**src/rtl/qnet_tx_arb.sv**
```systemverilog
// Two-requester round-robin arbiter that streams a latched 192-bit frame as
// three 64-bit AXI-Stream beats, with stall timeout and link-down abort.
module qnet_tx_arb #(
  parameter int TIMEOUT_CYC = 1023
) (
  input  logic         user_clk_i,
  input  logic         user_rst_i,
  input  logic         channel_up_i,
  input  logic         fwd_req_i,
  input  logic [191:0] fwd_dt_i,
  output logic         fwd_ack_o,
  output logic         fwd_done_o,
  output logic         fwd_err_o,
  input  logic         loc_req_i,
  input  logic [191:0] loc_dt_i,
  output logic         loc_ack_o,
  output logic         loc_done_o,
  output logic         loc_err_o,
  output logic [63:0]  m_axi_tx_tdata_o,
  output logic         m_axi_tx_tvalid_o,
  output logic         m_axi_tx_tlast_o,
  input  logic         m_axi_tx_tready_i,
  output logic         busy_o,
  output logic [1:0]   grant_o,
  output logic [15:0]  pkt_cnt_o,
  output logic [7:0]   err_cnt_o
);

  typedef enum logic [1:0] {IDLE, SEND, DONE, ABORT} state_e;

  localparam int SW = (TIMEOUT_CYC > 1) ? $clog2(TIMEOUT_CYC + 1) : 1;
  localparam logic [SW-1:0] STALL_LAST = SW'(TIMEOUT_CYC - 1);

  state_e         state_q, state_d;
  logic [191:0]   frame_q, frame_d;
  logic [1:0]     beat_q, beat_d;
  logic [SW-1:0]  stall_q, stall_d;
  logic [1:0]     grant_q, grant_d;
  logic           last_loc_q, last_loc_d;
  logic [15:0]    pkt_cnt_q, pkt_cnt_d;
  logic [7:0]     err_cnt_q, err_cnt_d;

  logic win_fwd, win_loc, grant_now;

  always_ff @(posedge user_clk_i) begin
    if (user_rst_i) begin
      state_q    <= IDLE;
      frame_q    <= '0;
      beat_q     <= '0;
      stall_q    <= '0;
      grant_q    <= '0;
      last_loc_q <= 1'b1;
      pkt_cnt_q  <= '0;
      err_cnt_q  <= '0;
    end else begin
      state_q    <= state_d;
      frame_q    <= frame_d;
      beat_q     <= beat_d;
      stall_q    <= stall_d;
      grant_q    <= grant_d;
      last_loc_q <= last_loc_d;
      pkt_cnt_q  <= pkt_cnt_d;
      err_cnt_q  <= err_cnt_d;
    end
  end

  // On a tie fwd wins unless it was the last one served.
  always_comb begin
    win_fwd   = fwd_req_i && (!loc_req_i || last_loc_q);
    win_loc   = loc_req_i && !win_fwd;
    grant_now = (state_q == IDLE) && channel_up_i && !user_rst_i &&
                (fwd_req_i || loc_req_i);
    fwd_ack_o = grant_now && win_fwd;
    loc_ack_o = grant_now && win_loc;
  end

  always_comb begin
    state_d    = state_q;
    frame_d    = frame_q;
    beat_d     = beat_q;
    stall_d    = stall_q;
    grant_d    = grant_q;
    last_loc_d = last_loc_q;
    pkt_cnt_d  = pkt_cnt_q;
    err_cnt_d  = err_cnt_q;
    case (state_q)
      IDLE: begin
        if (grant_now) begin
          frame_d    = win_fwd ? fwd_dt_i : loc_dt_i;
          grant_d    = win_fwd ? 2'b01 : 2'b10;
          last_loc_d = !win_fwd;
          beat_d     = '0;
          stall_d    = '0;
          state_d    = SEND;
        end
      end
      SEND: begin
        // Link loss wins over any handshake in the same cycle.
        if (!channel_up_i) begin
          state_d   = ABORT;
          err_cnt_d = (err_cnt_q == 8'hFF) ? err_cnt_q : err_cnt_q + 8'd1;
        end else if (m_axi_tx_tready_i) begin
          stall_d = '0;
          if (beat_q == 2'd2) begin
            beat_d    = '0;
            pkt_cnt_d = pkt_cnt_q + 16'd1;
            state_d   = DONE;
          end else begin
            beat_d = beat_q + 2'd1;
          end
        end else begin
          stall_d = stall_q + 1'b1;
          if (stall_q == STALL_LAST) begin
            state_d   = ABORT;
            err_cnt_d = (err_cnt_q == 8'hFF) ? err_cnt_q : err_cnt_q + 8'd1;
          end
        end
      end
      DONE: begin
        grant_d = '0;
        state_d = IDLE;
      end
      default: begin
        grant_d = '0;
        state_d = IDLE;
      end
    endcase
  end

  always_comb begin
    m_axi_tx_tvalid_o = (state_q == SEND);
    m_axi_tx_tlast_o  = (state_q == SEND) && (beat_q == 2'd2);
    m_axi_tx_tdata_o  = '0;
    if (state_q == SEND) begin
      case (beat_q)
        2'd0:    m_axi_tx_tdata_o = frame_q[63:0];
        2'd1:    m_axi_tx_tdata_o = frame_q[127:64];
        2'd2:    m_axi_tx_tdata_o = frame_q[191:128];
        default: m_axi_tx_tdata_o = '0;
      endcase
    end
  end

  assign fwd_done_o = (state_q == DONE)  && grant_q[0];
  assign loc_done_o = (state_q == DONE)  && grant_q[1];
  assign fwd_err_o  = (state_q == ABORT) && grant_q[0];
  assign loc_err_o  = (state_q == ABORT) && grant_q[1];
  assign busy_o     = (state_q != IDLE);
  assign grant_o    = grant_q;
  assign pkt_cnt_o  = pkt_cnt_q;
  assign err_cnt_o  = err_cnt_q;

endmodule

```
**config.mk**
```make
export PLATFORM = sky130hd
export DESIGN_NAME = qnet_tx_arb
export DESIGN_NICKNAME = d
export VERILOG_FILES = /design/src/rtl/qnet_tx_arb.sv
export SDC_FILE = /design/constraint.sdc
export NUM_CORES = 1
export LEC_CHECK = 0
export ABC_CLOCK_PERIOD_IN_PS = 2500
export CAP_MARGIN = 20
export CORE_AREA = 3 3 188 190
export DETAILED_ROUTE_END_ITERATION = 10
export DIE_AREA = 0 0 191 193
export GPL_ROUTABILITY_DRIVEN = 0
export HOLD_SLACK_MARGIN = 0.02
export PLACE_DENSITY_LB_ADDON = 0.1
export SLEW_MARGIN = 20
export SYNTH_ARGS = -nofsm -noshare
export SYNTH_HDL_FRONTEND = slang
export SYNTH_SLANG_ARGS = --single-unit
export TNS_END_PERCENT = 30
```
**constraint.sdc**
```tcl
create_clock -name user_clk_i -period 2.5 [get_ports user_clk_i]
set_clock_uncertainty 0.05 [all_clocks]
set_input_delay 0.5 -clock user_clk_i [delete_from_list [all_inputs] [get_ports user_clk_i]]
set_output_delay 0.5 -clock user_clk_i [all_outputs]
set_load 0.05 [all_outputs]
```
==> summary.md <==
| Metric | Value |
|---|---|
| Synth top cells by count | nor2_1 (287), dfxtp_1 (233), a222oi_1 (192) |
| Die width | 191 um |
| Seq pwr share | 40.2% |
| HPWL Detailed | 32330 um |
| Cell internal pwr | 7484 uW |
| Run status | finished, violations left |
| HP Class | input port to flip-flop |
| Clock Power Share | 43.5% |
| WL final | 48120 um |
| Final Util | 54.74% |
| CP top delay family | flip-flops |
| Die H | 193 um |
| Via density | 5.642 |
| Syn Std Cell Area | 10940 um2 |
| Routed len/inst | 22.62 um |
| Layout fillers | 3002 |
| Critical path buffers and inverters | 2 |
| Via count | 12001 |
| Slew headroom | 56.81% |
| Initial drt markers | 1463 |
| Worst-margin pin slew | 0.6479 ns |
| Core area | 33620 um2 |
| Register area share after synthesis | 42.62% |
| Area Growth Syn to Fin | 68.15% |
| Initial Utilization | 32.56% |
| #FFs+latches synth | 233 |
| Post-Syn Instances | 1198 |
| Most used cell, CP | buf_12 |
| Minimum clock period | 2.502 ns |
| WP data arrival | 1.95 ns |
| Pwr dens | 537.0 nW/um2 |
| Pre-antenna DRT Iters | 10 |
| Comb pwr share | 16.3% |
| Sequential cell area | 4674 um2 |
| Final Hold Viols | 0 |
| Max incr delay on CP | 0.44 ns |
| CP max-delay cell | dfxtp_4 |
| Startpoint types | flip-flop |
| Worst path cell trace | buf_12, mux2i_2, o22a_1, nor2_1, buf_12 |
| Max Cap Violations | 0 |
| Syn Area/Cell | 9.135 um2 |
| Clk_lat worst skew | 0.54 ns |
| Count leader, synth | nor2_1 |
| Largest net degree at the start of global routing | 120 |
| Synth warn | 0 |
| CTS Sinks | 233 |
| Final hold slack | 0.4125 ns |
| Synth Flop Type | dfxtp_1 |
| CP Capture Type | output pin |
| Final slew viol count | 0 |
| Setup TNS | -0.002059 ns |
| Post-synth net total | 1592 |
| Root buffer selected by CTS | clkbuf_16 |
| Critical path data required time | 1.95 ns |
| Layout cells sized above 1 | 15.03% |
| Violated checks | setup timing |
| Num CTS Buffers | 28 |
| Num ports | 489 |
| Grt total ovfl | 0 |
| Hold-fix buffers, CTS | 0 |
| Worst-path clk slew | 0.06 ns |
| Highest Clock Rate | 0.3997 GHz |
| First-pass GRT wire length | 69940 um |
| Final Power | 9881 uW |
| RSZ-0062 raised after global routing | true |
| Synth top area cells | dfxtp_1 (43%), a222oi_1 (18%), nor2_1 (9.8%) |
| Crit share post-route | 100.1% |
| Post-synth EDFFs | 0 |
| Final nets | 2045 |
| CP Max Fanout | 28 |
| Rows | 67 |
| Die ar. | 36860 um2 |
| Multi-input logic area | 5690 um2 |
| Sw Share | 24.26% |
| Initial antenna violation count | 4 |
| Synth async-reset ratio | 0% |
| Final ANT Viol Nets | 0 |
| # port buffers | 488 |
| H-Tree Depth | 1 |
| Number of global-route vias before repair | 11796 |
| Max VDD drop | 490.8 uV |
| Tot GR Track Use | 24.21% |
| Pleak | 0.006448 uW |
| Synth area leader | dfxtp_1 |
| CTS tree | done |
| Drt drc | 0 |
| Post-synth top area share | 42.62% |
| Netlist cell types | 60 |
| Final WS setup | -0.002059 ns |
| Critical path class | flip-flop to output pin |
| Setup-failing EPs final | 1 |
| Clock buffer depth | 3 |
| Switching pwr | 2397 uW |
[area by class of cell]
| cell class | instances | share of cell area, % |
|---|---|---|
| Clock inverter | 4 | 0.3807 |
| Sequential cell | 233 | 25.40 |
| Clock buffer | 45 | 4.923 |
| Tap cell | 448 | 3.046 |
| Timing Repair Buffer | 555 | 35.06 |
| Inverter | 6 | 0.1496 |
| Antenna cell | 9 | 0.1224 |
| Multi-Input combinational cell | 827 | 30.92 |
[state kept, by name (all words and copies together) (netlist names)]
signal      cells
frame_q       192
pkt_cnt_o      16
stall_q        10
err_cnt_o       8
beat_q          2
grant_o         2
state_q         2
last_loc_q      1
[cells in the final DEF, fill, tap and decap left out, types with 9 or more instances in the layout]
cell type / netlist / routed
buf_4: 6 / 43
clkdlybuf4s50_1: 0 / 414
nand2_1: 78 / 78
diode_2: 0 / 9
nor2_2: 0 / 38
mux2i_1: 65 / 63
buf_12: 0 / 91
nand3_1: 10 / 10
clkbuf_16: 0 / 29
a21oi_1: 26 / 26
o22a_1: 56 / 56
nor2_1: 287 / 248
a222oi_1: 192 / 192
dfxtp_1: 233 / 229
clkbuf_8: 0 / 12
[worst register-to-register path, cell delays in order, from the launching register on]
cell,delay [ns]
dfxtp_4,0.40
buf_4,0.19
buf_16,0.18
nand4b_4,0.21
nor4_4,0.30
nor3b_1,0.26
mux2_2,0.36
[final timing paths]
kind,from,cells after the start,slack [ns],to
setup / recovery,beat_q[0],5,-0.002,m_axi_tx_tdata_o[49]
hold / removal,user_rst_i,3,0.41,frame_q[129]
setup reg to reg,beat_q[0],6,0.46,pkt_cnt_o[15]
hold reg to reg,last_loc_q,1,0.44,last_loc_q
[cell families after synthesis]
kind of cell             share of synthesized area, %
AO/OA/AOI/OAI                                   25.56
XOR/XNOR                                        1.040
adder cells (fa/ha/maj)                        0.4573
buffers and inverters                           6.654
flip-flops                                      42.62
multiplexers                                    6.254
AND/OR/NAND/NOR                                 17.41
[stage by stage]
step	setup WS, ns	instance area [um2]	std cells
6_report	-0.002059	18400	2127
5_1_grt	-0.07290	18390	2121
4_1_cts	-0.02702	18330	2112
3_5_place_dp	0.02546	17040	2054
3_3_place_gp	0.06140	17040	2054
2_1_floorplan	0.04943	10940	1198
[what timing repair did]
item / in CTS / in global routing
setup buffers: 4 / 8
cloned: 5 / 0
endpoints found under the setup margin: 67 / 62
pin swaps: 1 / 2
resized for setup: 37 / 16
[power groups by stage]
stage / logic (uW) / clock network (uW) / registers [uW]
floorplan: 675 / 0 / 4030
global placement: 1550 / 0 / 4050
detailed placement: 1570 / 0 / 4050
CTS: 1610 / 4390 / 3970
global route: 1720 / 4520 / 3990
finish: 1610 / 4300 / 3980
[metal layers]
metal | share of wire [%] | global-route usage [%]
met1 | 40 | 29.97
met2 | 49 | 41.22
met3 | 8.8 | 6.581
met4 | 2.8 | 7.564
met5 | 0 | 0
(Power assumes the default switching activity.)
